===== config.mk =====
export PLATFORM = sky130hd
export DESIGN_NAME = imem_loader_flat
export DESIGN_NICKNAME = d
export VERILOG_FILES = /design/src/rtl/imem_pkg.sv /design/src/rtl/imem_loader_if.sv /design/src/rtl/byte_pair_asm.sv /design/src/rtl/imem_loader.sv /design/src/flat_wrapper.sv
export SDC_FILE = /design/constraint.sdc
export NUM_CORES = 1
export LEC_CHECK = 0
export CAP_MARGIN = 10
export CORE_ASPECT_RATIO = 0.5
export CORE_MARGIN = 5
export CORE_UTILIZATION = 35
export CTS_BUF_LIST = sky130_fd_sc_hd__clkbuf_4 sky130_fd_sc_hd__clkbuf_8
export DETAILED_ROUTE_END_ITERATION = 10
export PLACE_DENSITY_LB_ADDON = 0.08
export SETUP_SLACK_MARGIN = 0.05
export SKIP_LAST_GASP = 1
export SYNTH_ARGS = -nofsm -noshare
export SYNTH_HDL_FRONTEND = slang
export SYNTH_SLANG_ARGS = --single-unit

===== constraint.sdc =====
create_clock -name clk -period 2.08 [get_ports clk]
set_input_delay 0.416 -clock clk [delete_from_list [all_inputs] [get_ports clk]]
set_output_delay 0.416 -clock clk [all_outputs]
set_load 0.02 [all_outputs]

===== src/rtl/imem_pkg.sv =====
// Shared constants, types and helpers for the instruction-memory loader.
// IMEM_LOADER_CHECKSUM_EN adds the CHK state to the loader state encoding.
package imem_pkg;

  localparam int INSTR_W = 13;
  localparam int ADDR_W  = 5;
  localparam int DEPTH   = 32;
  localparam int CNT_W   = 6;

  typedef logic [INSTR_W-1:0] instr_t;
  typedef logic [ADDR_W-1:0]  addr_t;

  typedef enum logic [2:0] {
    ST_IDLE  = 3'd0,
    ST_LO    = 3'd1,
    ST_HI    = 3'd2,
    ST_WRITE = 3'd3,
`ifdef IMEM_LOADER_CHECKSUM_EN
    ST_CHK   = 3'd5,
`endif
    ST_DONE  = 3'd4
  } state_t;

  function automatic logic count_legal(input logic [CNT_W-1:0] n);
    return (n != {CNT_W{1'b0}}) && (n <= CNT_W'(DEPTH));
  endfunction

endpackage


===== src/rtl/imem_loader_if.sv =====
// Byte-stream input and instruction-memory write port of the loader.
// master drives the stream and observes writes; slave is the loader.
interface imem_loader_if;
  import imem_pkg::*;

  logic [7:0] in_data;
  logic       in_valid;
  logic       in_ready;
  logic       wr_en;
  addr_t      wr_addr;
  instr_t     wr_data;

  modport master (output in_data, in_valid, input in_ready, wr_en, wr_addr, wr_data);
  modport slave  (input in_data, in_valid, output in_ready, wr_en, wr_addr, wr_data);

endinterface


===== src/rtl/byte_pair_asm.sv =====
// Assembles a 13-bit instruction from a low byte and the low 5 bits of a high byte.
// The caller strobes take_lo/take_hi on accepted handshakes; word is registered.
module byte_pair_asm
  import imem_pkg::*;
(
  input  logic       clk,
  input  logic       reset,
  input  logic       take_lo,
  input  logic       take_hi,
  input  logic [7:0] byte_in,
  output instr_t     word,
  output logic       hi_bad
);

  logic [7:0] low_r;
  instr_t     word_r;

  // Low byte capture and word assembly on the high byte.
  always_ff @(posedge clk or negedge reset) begin
    if (!reset) begin
      low_r  <= 8'd0;
      word_r <= {INSTR_W{1'b0}};
    end else begin
      if (take_lo) begin
        low_r <= byte_in;
      end
      if (take_hi) begin
        word_r <= {byte_in[4:0], low_r};
      end
    end
  end

  assign word   = word_r;
  assign hi_bad = (byte_in[7:5] != 3'd0);

endmodule


===== src/rtl/imem_loader.sv =====
// Program loader: byte stream -> 13-bit words written from address 0; holds fetch until done.
// Define IMEM_LOADER_CHECKSUM_EN to require a trailing XOR checksum byte per load.
module imem_loader
  import imem_pkg::*;
(
  input  logic                 clk,
  input  logic                 reset,
  input  logic                 start,
  input  logic [CNT_W-1:0]     num_words,
  imem_loader_if.slave         bus,
  output logic                 busy,
  output logic                 done,
  output logic                 err,
  output logic                 cpu_hold
);

  state_t state_r, state_next_s;
  addr_t  addr_r, addr_next_s;
  addr_t  last_r, last_next_s;
  logic   err_r, err_next_s;
  logic   in_ready_r, wr_en_r, busy_r, done_r, hold_r;
  logic   ready_next_s, wr_next_s, busy_next_s, done_next_s, hold_next_s;
  logic   take_lo_s, take_hi_s, xfer_s, hi_bad_s;
  instr_t word_s;
`ifdef IMEM_LOADER_CHECKSUM_EN
  logic [7:0] csum_r, csum_next_s;
`endif

  assign xfer_s = bus.in_valid & in_ready_r;

  byte_pair_asm u_asm (
    .clk     (clk),
    .reset   (reset),
    .take_lo (take_lo_s),
    .take_hi (take_hi_s),
    .byte_in (bus.in_data),
    .word    (word_s),
    .hi_bad  (hi_bad_s)
  );

  // Next-state, address and error logic.
  always_comb begin
    state_next_s = state_r;
    addr_next_s  = addr_r;
    last_next_s  = last_r;
    err_next_s   = err_r;
    take_lo_s    = 1'b0;
    take_hi_s    = 1'b0;
`ifdef IMEM_LOADER_CHECKSUM_EN
    csum_next_s  = csum_r;
`endif
    case (state_r)
      ST_IDLE, ST_DONE: begin
        if (start) begin
          if (count_legal(num_words)) begin
            state_next_s = ST_LO;
            addr_next_s  = {ADDR_W{1'b0}};
            last_next_s  = ADDR_W'(num_words - CNT_W'(1));
            err_next_s   = 1'b0;
`ifdef IMEM_LOADER_CHECKSUM_EN
            csum_next_s  = 8'd0;
`endif
          end else begin
            state_next_s = ST_IDLE;
            err_next_s   = 1'b1;
          end
        end else begin
          state_next_s = state_r;
        end
      end
      ST_LO: begin
        if (xfer_s) begin
          take_lo_s    = 1'b1;
          state_next_s = ST_HI;
`ifdef IMEM_LOADER_CHECKSUM_EN
          csum_next_s  = csum_r ^ bus.in_data;
`endif
        end else begin
          state_next_s = ST_LO;
        end
      end
      ST_HI: begin
        if (xfer_s) begin
          take_hi_s    = 1'b1;
          state_next_s = ST_WRITE;
          // A bad high byte still produces a write; only the flag records it.
          if (hi_bad_s) begin
            err_next_s = 1'b1;
          end else begin
            err_next_s = err_r;
          end
`ifdef IMEM_LOADER_CHECKSUM_EN
          csum_next_s  = csum_r ^ bus.in_data;
`endif
        end else begin
          state_next_s = ST_HI;
        end
      end
      ST_WRITE: begin
        if (addr_r == last_r) begin
`ifdef IMEM_LOADER_CHECKSUM_EN
          state_next_s = ST_CHK;
`else
          state_next_s = ST_DONE;
`endif
        end else begin
          addr_next_s  = addr_r + ADDR_W'(1);
          state_next_s = ST_LO;
        end
      end
`ifdef IMEM_LOADER_CHECKSUM_EN
      ST_CHK: begin
        if (xfer_s) begin
          state_next_s = ST_DONE;
          if (bus.in_data != csum_r) begin
            err_next_s = 1'b1;
          end else begin
            err_next_s = err_r;
          end
        end else begin
          state_next_s = ST_CHK;
        end
      end
`endif
      default: begin
        state_next_s = ST_IDLE;
      end
    endcase
  end

  // Output decode from the next state so every status output comes from a flop.
  always_comb begin
    ready_next_s = 1'b0;
    wr_next_s    = 1'b0;
    busy_next_s  = 1'b0;
    done_next_s  = 1'b0;
    hold_next_s  = 1'b1;
    case (state_next_s)
      ST_LO, ST_HI: begin
        ready_next_s = 1'b1;
        busy_next_s  = 1'b1;
      end
      ST_WRITE: begin
        wr_next_s   = 1'b1;
        busy_next_s = 1'b1;
      end
`ifdef IMEM_LOADER_CHECKSUM_EN
      ST_CHK: begin
        ready_next_s = 1'b1;
        busy_next_s  = 1'b1;
      end
`endif
      ST_DONE: begin
        done_next_s = 1'b1;
        hold_next_s = 1'b0;
      end
      default: begin
        hold_next_s = 1'b1;
      end
    endcase
  end

  // State, counters and registered outputs.
  always_ff @(posedge clk or negedge reset) begin
    if (!reset) begin
      state_r    <= ST_IDLE;
      addr_r     <= {ADDR_W{1'b0}};
      last_r     <= {ADDR_W{1'b0}};
      err_r      <= 1'b0;
      in_ready_r <= 1'b0;
      wr_en_r    <= 1'b0;
      busy_r     <= 1'b0;
      done_r     <= 1'b0;
      hold_r     <= 1'b1;
`ifdef IMEM_LOADER_CHECKSUM_EN
      csum_r     <= 8'd0;
`endif
    end else begin
      state_r    <= state_next_s;
      addr_r     <= addr_next_s;
      last_r     <= last_next_s;
      err_r      <= err_next_s;
      in_ready_r <= ready_next_s;
      wr_en_r    <= wr_next_s;
      busy_r     <= busy_next_s;
      done_r     <= done_next_s;
      hold_r     <= hold_next_s;
`ifdef IMEM_LOADER_CHECKSUM_EN
      csum_r     <= csum_next_s;
`endif
    end
  end

  assign bus.in_ready = in_ready_r;
  assign bus.wr_en    = wr_en_r;
  assign bus.wr_addr  = addr_r;
  assign bus.wr_data  = word_s;
  assign busy         = busy_r;
  assign done         = done_r;
  assign err          = err_r;
  assign cpu_hold     = hold_r;

endmodule

===== src/flat_wrapper.sv =====
// flat-port wrapper written by rule: the top's interface ports become plain ports
module imem_loader_flat import imem_pkg::*;
  (clk, reset, start, num_words, busy, done, err, cpu_hold, bus_in_data, bus_in_valid, bus_in_ready, bus_wr_en, bus_wr_addr, bus_wr_data);
  imem_loader_if bus_i ();
  input  logic clk;
  input  logic reset;
  input  logic start;
  input  logic [CNT_W-1:0] num_words;
  output logic busy;
  output logic done;
  output logic err;
  output logic cpu_hold;
  input wire logic [$bits(bus_i.in_data)-1:0] bus_in_data;
  input wire logic [$bits(bus_i.in_valid)-1:0] bus_in_valid;
  output wire logic [$bits(bus_i.in_ready)-1:0] bus_in_ready;
  output wire logic [$bits(bus_i.wr_en)-1:0] bus_wr_en;
  output wire logic [$bits(bus_i.wr_addr)-1:0] bus_wr_addr;
  output wire logic [$bits(bus_i.wr_data)-1:0] bus_wr_data;
  assign bus_i.in_data = bus_in_data;
  assign bus_i.in_valid = bus_in_valid;
  assign bus_in_ready = bus_i.in_ready;
  assign bus_wr_en = bus_i.wr_en;
  assign bus_wr_addr = bus_i.wr_addr;
  assign bus_wr_data = bus_i.wr_data;
  imem_loader u_core (.clk(clk), .reset(reset), .start(start), .num_words(num_words), .bus(bus_i), .busy(busy), .done(done), .err(err), .cpu_hold(cpu_hold));
endmodule

# After elaboration in Yosys (flattened, before gate mapping)

Cells that the tools add are included.

Memories kept: 0
Memory bits (writable): 0
Memory bits (read-only): 0
Input port bits: 18
Logic and storage cells: 64
Register bits after elaboration: 40
Output and inout port bits: 24
Latch bits: 0

Add/subtract/negate cells: 2
Bitwise logic cells: 1
Div/mod/pow operators: 0
Multiplexer cells: 23
Reductions and logical operators: 12
Equal/unequal tests: 14
Multiply operators: 0
Order comparisons: 1
Shift-type cells: 0

Operator list:

| operator                                            | count |
|---|---|
| 2-to-1 mux 5 bit                                    | 3 |
| 2-to-1 mux 1 bit                                    | 14 |
| equality test 3 x 2 -> 1 bit, second input constant | 4 |
| one-hot mux 3 bit (4 select lines)                  | 1 |
| one-hot mux 5 bit (2 select lines)                  | 1 |
| AND reduction 4 bit                                 | 2 |
| equality test 3 x 1 -> 1 bit, second input constant | 2 |
| equality test 3 bit, second input constant          | 2 |
| <= comparator 6 bit, second input constant          | 1 |
| 2-to-1 mux 3 bit                                    | 2 |
| != test 2 x 1 -> 1 bit, second input constant       | 3 |
| nonzero test 6 bit                                  | 1 |
| adder 5 x 1 -> 5 bit, second input constant         | 1 |
| equality test 5 bit                                 | 1 |
| subtractor 5 x 1 -> 5 bit, second input constant    | 1 |
| != test 2 bit, second input constant                | 2 |
| nonzero test 2 bit                                  | 2 |
| OR reduction 2 bit                                  | 2 |
| zero test 3 bit                                     | 1 |
| AND reduction 3 bit                                 | 1 |
| nonzero test 3 bit                                  | 1 |
| OR reduction 3 bit                                  | 1 |
| 2-to-1 mux 2 bit                                    | 1 |
| one-hot mux 1 bit (2 select lines)                  | 1 |
| other kinds (2)                                     | 2 |

# Longest topological paths before layout

Depth after elaboration: 8
Depth in mapped cells: 7

# Cells and area by module

From an unflattened synthesis, not the netlist that was laid out.

Cells, all modules: 146
Area total of the unflattened synthesis: 1,890.6 µm²

Modules (own cells, without submodules):

| module        | times used | sequential area each (µm²) | area an instance (µm²) | cells an instance |
|---|---|---|---|---|
| imem_loader   | 1          | 476.7                      | 1,068.5                | 101 |
| byte_pair_asm | 1          | 525.5                      | 822.0                  | 45 |

# Worst setup path before layout

Ideal clock, no wire load.

Path type: input to register
Start point: in num_words[0]
End point: reg u_core.state_r[0]
Setup slack: 0.324 ns
Stages on the path: 6
Arrival time: 1.604 ns
Required time: 1.928 ns
Path buffers: 1
Library setup time: 0.152 ns
Cells stage by stage: inv_1 -> ha_1 -> nor4b_4 -> mux2i_2 -> buf_2 -> o211ai_1

Cells in the longest elaborated chain, start to end: 5
Elaborated cells on any way between the ends: 6
Those cells by class: 1 x order compare; 3 x mux; 2 x reduce/logical

Ends and longest elaborated chain:

| element                                                   | RTL line           | RTL |
|---|---|---|
| start, declared                                           | flat_wrapper.sv:8  | `input logic [CNT_W-1:0] num_words;` |
| <= comparator 6 bit or nonzero test 6 bit (tied branches) | imem_pkg.sv:25     | `return (n != {CNT_W{1'b0}}) && (n <= CNT_W'(DEPTH));` |
| logical AND 1 bit (*)                                     | imem_pkg.sv:25     |  |
| 2-to-1 mux 1 bit (*)                                      | imem_loader.sv:55  | `if (count_legal(num_words)) begin` |
| 2-to-1 mux 3 bit (*)                                      | imem_loader.sv:54  | `if (start) begin` |
| one-hot mux 3 bit (4 select lines) (*)                    | imem_loader.sv:52  | `case (state_r)` |
| via u_core.state_next_s[0]                                | imem_loader.sv:17  | `state_t state_r, state_next_s;` |
| end signal, assigned                                      | imem_loader.sv:179 | `state_r <= state_next_s;` |
| end, declared                                             | imem_loader.sv:17  |  |

Mark *: on every way through the listed nets, which the timed path passes. The rest lies on a longest branch.
A chain may end at the register's enable or synchronous reset.

# Final worst setup path

Start point: in num_words[1]
End point: reg u_core.err_r, in the netlist u_core.err

Cells in the longest elaborated chain, start to end: 5
Elaborated cells on any way between the ends: 6
Those cells by class: 1 x order compare; 3 x mux; 2 x reduce/logical

Ends and longest elaborated chain:

| element                                                   | RTL line           | RTL |
|---|---|---|
| <= comparator 6 bit or nonzero test 6 bit (tied branches) | imem_pkg.sv:25     |  |
| logical AND 1 bit (*)                                     | imem_pkg.sv:25     |  |
| 2-to-1 mux 1 bit (*)                                      | imem_loader.sv:55  |  |
| 2-to-1 mux 1 bit (*)                                      | imem_loader.sv:54  |  |
| one-hot mux 1 bit (2 select lines) (*)                    | imem_loader.sv:52  |  |
| end signal, assigned                                      | imem_loader.sv:182 | `err_r <= err_next_s;` |
| end, declared                                             | imem_loader.sv:20  | `logic err_r, err_next_s;` |

Every way passes the cells marked *; elsewhere a longest branch is shown, timed or not. The select of a mux whose other input is x is not followed.

==> metrics.md <==
| Metric | Value |
|---|---|
| CTS resizes | 0 |
| Critical path depth in cells | 7 |
| CTS Hold Buffers Added | 0 |
| Vias in the first global route | 1258 |
| Power Total | approximately 3.2 mW |
| Buffer count from post-CTS setup fixing | 0 |
| Vias | around 1200 |
| Starting Density | roughly 36% |
| Ant. Diodes | 0 |
| Initial antenna violation count | 0 |
| Final Max Slew Viols | 0 |
| Die area | about 6700 um^2 |
| Tcrit/Tclk final | roughly nine tenths |
| Fin crit period | roughly 1.9 ns |
| Buffers & Inverters on Critical Path | 3 |
| P per Cell Area | 1290 nW/um^2 |
| CP max stage delay | ~0.42 ns |
| Synthesized area | 1790 um^2 |
| Top delay family on crit path | buffers and inverters |
| Status | completed |
| Worst reg2reg path depth | 4 |
| Clock latency on the worst-skew pair | about 0.28 ns |
| Final Hold Viols | 0 |
| Pin count of the biggest net entering global routing | 22 |
| TritonCTS buffer count | 5 |
| Hold slack | roughly 0.081 ns |
| Worst Skew | 0.00784 ns |
| Internal | 2.08 mW |
| Finished Layout Cells | roughly 260 |
| WL final | 3500 um |
| Final GP Congestion | 0.710 |
| Netlist cell types | 31 |
| Static leakage | 1.06 nW |
| Maximum VDD drop | 0.658 mV |
| Slew HR | 64.4% |
| Psw | roughly 1.1 mW |
| Clock H-tree levels | 2 |
| Overall die width | around 110 um |
| Share of layout cells above drive strength 1 | 24.9% |
| Synth top area share | 54.4% |
| Row count | 18 |
| Power share of the clock group | 17.3% |
| Reg power frac | 41.5% |
| Global route overflow | 0 |
| Crit-path cells | clkdlybuf4s50_1 > inv_1 > ha_1 > nor4b_4 > mux2i_2 > buf_4 > a21boi_1 |
| Clk buf depth | 2 |
| DR iter-0 viols | 18 |
| Seq/Total Area, Yosys | 55.9% |
| DR pass1 iterations | 4 |
| Syn nets | 159 |
| Avg Cell Area, Syn | 12.9 um^2 |
| Clock Pin Slew Worst Setup and Hold Paths | 0.08 ns |
| Core footprint | approximately 4900 um^2 |
| Comb pwr share | 41.2% |
| Sw frac | 34.3% |
| Max-cap violations | 0 |
| Layout Nets | 212 |
| Total track usage | a little under an eighth |
| Top cell type by total area after synthesis | dfrtp_1 |
| DP HPWL | 2670 um |
| Vias/cell | 4.60 |
| Hold Path Class | in2async |
| FF+latch count, synth | 40 |
| Synth area leaders | dfrtp_1 54%, mux2_2 13%, xnor2_1 3.9% |
| Clock root buffer | clkbuf_8 |
| Setup violators final | 0 |
| Worst path required time | between 2 and 2.5 ns |
| Clock sinks | 40 |
| CTS tree | built |
| Cells after Synth | between 100 and 150 |
| WL/cell | approximately 13 um |
| Layout area overhead | 36.3% |
| Peak Freq | between 0.5 and 0.6 GHz |
| Kind of critical path | in2reg |
| RSZ-0062 raised after global routing | false |
| Critical path endpoint category | flop |
| Number of fillers in the final layout | 448 |
| Tightest Pin Transition | 0.531 ns |
| Global-route wire length before repair | roughly 6000 um |
| Placed cells | 255 |
| Setup crit start kind | primary input |
| Worst EP arrival | 2.08 ns |
| Final ANT Viol Nets | 0 |
| IO Count | 42 |
| Slowest-stage cell, CP | clkdlybuf4s50_1 |
| Crit Path Max Fanout | 10 |
| IO Port Bufs | 41 |
| Ys Warns | 0 |
| DRC violations left | 0 |
| Die Height | 60.6 um |
[layout by cell type, fill, tap and decap left out, types with 2 or more instances in the layout]
cell type	count
o31ai_1	3
dfrtp_1	39
inv_1	5
mux2_2	21
mux2i_1	5
clkdlybuf4s50_1	40
a21oi_1	4
xnor2_1	8
o211ai_1	2
o21ai_0	3
nor2_1	5
ha_1	2
clkbuf_8	6
o21ai_1	5
buf_4	9
and4_1	2
nand2_1	14
nor4b_4	2
[cell families (layout without fill, tap and decap cells)]
family                     after synthesis  after routing  share of synthesized area (%)
DFF                                     40             40                           55.9
and+or+nand+nor                         31             31                           12.1
muxes                                   27             27                           16.7
AOI/OAI and AO/OA                       21             21                           7.39
buffers and inverters                   10             64                           2.58
xor gates and xnor gates                 8              8                           3.91
adders and majority gates                2              2                           1.39
[flip-flops by register name, summed over array words and instances, names as in the netlist]
| signal | cells |
|---|---|
| u_core.bus.in_ready | 1 |
| u_core.bus.wr_addr | 5 |
| u_core.bus.wr_en | 1 |
| u_core.busy | 1 |
| u_core.cpu_hold | 1 |
| u_core.done | 1 |
| u_core.err | 1 |
| u_core.last_r | 5 |
| u_core.state_r | 3 |
| u_core.u_asm.low_r | 8 |
| u_core.u_asm.word | 13 |
[per-stage QoR]
step	instance area [um^2]	setup TNS, ns	utilization [%]	worst slack [ns]
6_report	2440	0	49.6	0.208
4_1_cts	2440	0	49.6	0.198
5_1_grt	2440	0	49.6	0.0838
3_3_place_gp	2350	-0.136	47.6	-0.0315
3_5_place_dp	2350	-0.669	47.6	-0.0857
2_1_floorplan	1790	0	-	0.324
[area by class of cell]
| cell class | count | area [um^2] | area share (%) |
|---|---|---|---|
| clock buffers | 7 | 90.1 | 3.68 |
| flip-flops and latches | 40 | 1000 | 41.0 |
| repair buffers | 51 | 493 | 20.2 |
| inverters | 5 | 18.8 | 0.768 |
| clock inverters | 1 | 7.51 | 0.307 |
| multi-input cells | 89 | 746 | 30.5 |
| well taps | 70 | 87.6 | 3.58 |
[synthesized netlist by cell type]
cell and instances:
xnor2_1 8, nand3_1 1, and3b_1 1, mux2i_1 5
a21boi_0 1, o31ai_1 3, nor4b_4 2, inv_1 5
o211ai_1 2, nor4b_2 1, mux2_2 21, ha_1 2
a21oi_1 4, buf_2 4, buf_4 1, and4_1 2
o21ai_1 5, nand3b_1 1, dfrtp_1 39, a211oi_2 1
mux2i_2 1, nor3_1 1, o21a_1 1, a21boi_1 1
nor2_1 5, o21ai_0 3, nand2b_4 1, dfstp_2 1
nand2_1 14, nor3_4 1, nor4bb_1 1
[per-layer routing]
layer | global-route usage (%) | wire length (um) | vias up
li1 | - | - | 593
met1 | 14.2 | 1660 | 596
met2 | 19.8 | 1670 | 20
met4 | 2.08 | 19 | 0
met5 | 0 | 0 | -
met3 | 4.08 | 155 | 2
[power groups by stage]
stage,Sequential [mW],Combinational (mW),Clock (mW)
3_5_place_dp,1.34,1.32,0
2_1_floorplan,1.46,0.636,0
6_report,1.31,1.30,0.545
3_3_place_gp,1.33,1.30,0
5_1_grt,1.37,1.42,0.606
4_1_cts,1.32,1.33,0.567
[worst paths after layout]
| kind | from | end | slack [ns] |
|---|---|---|---|
| setup reg to reg | u_core.bus.wr_addr[0]$_DFFE_PN0P_ | u_core.bus.wr_addr[0]$_DFFE_PN0P_ | 0.41 |
| hold reg to reg | u_core.u_asm.low_r[7]$_DFFE_PN0P_ | u_core.u_asm.word[7]$_DFFE_PN0P_ | 0.50 |
| setup / recovery | num_words[1] | u_core.err$_DFFE_PN0P_ | 0.21 |
| hold / removal | reset | u_core.u_asm.word[8]$_DFFE_PN0P_ | 0.08 |
| min in group clk | u_core.u_asm.low_r[7]$_DFFE_PN0P_ | u_core.u_asm.word[7]$_DFFE_PN0P_ | 0.50 |
| max in group asynchronous | reset | u_core.last_r[1]$_DFFE_PN0P_ | 1.52 |
Note: power is estimated with default switching activity, not from simulation.
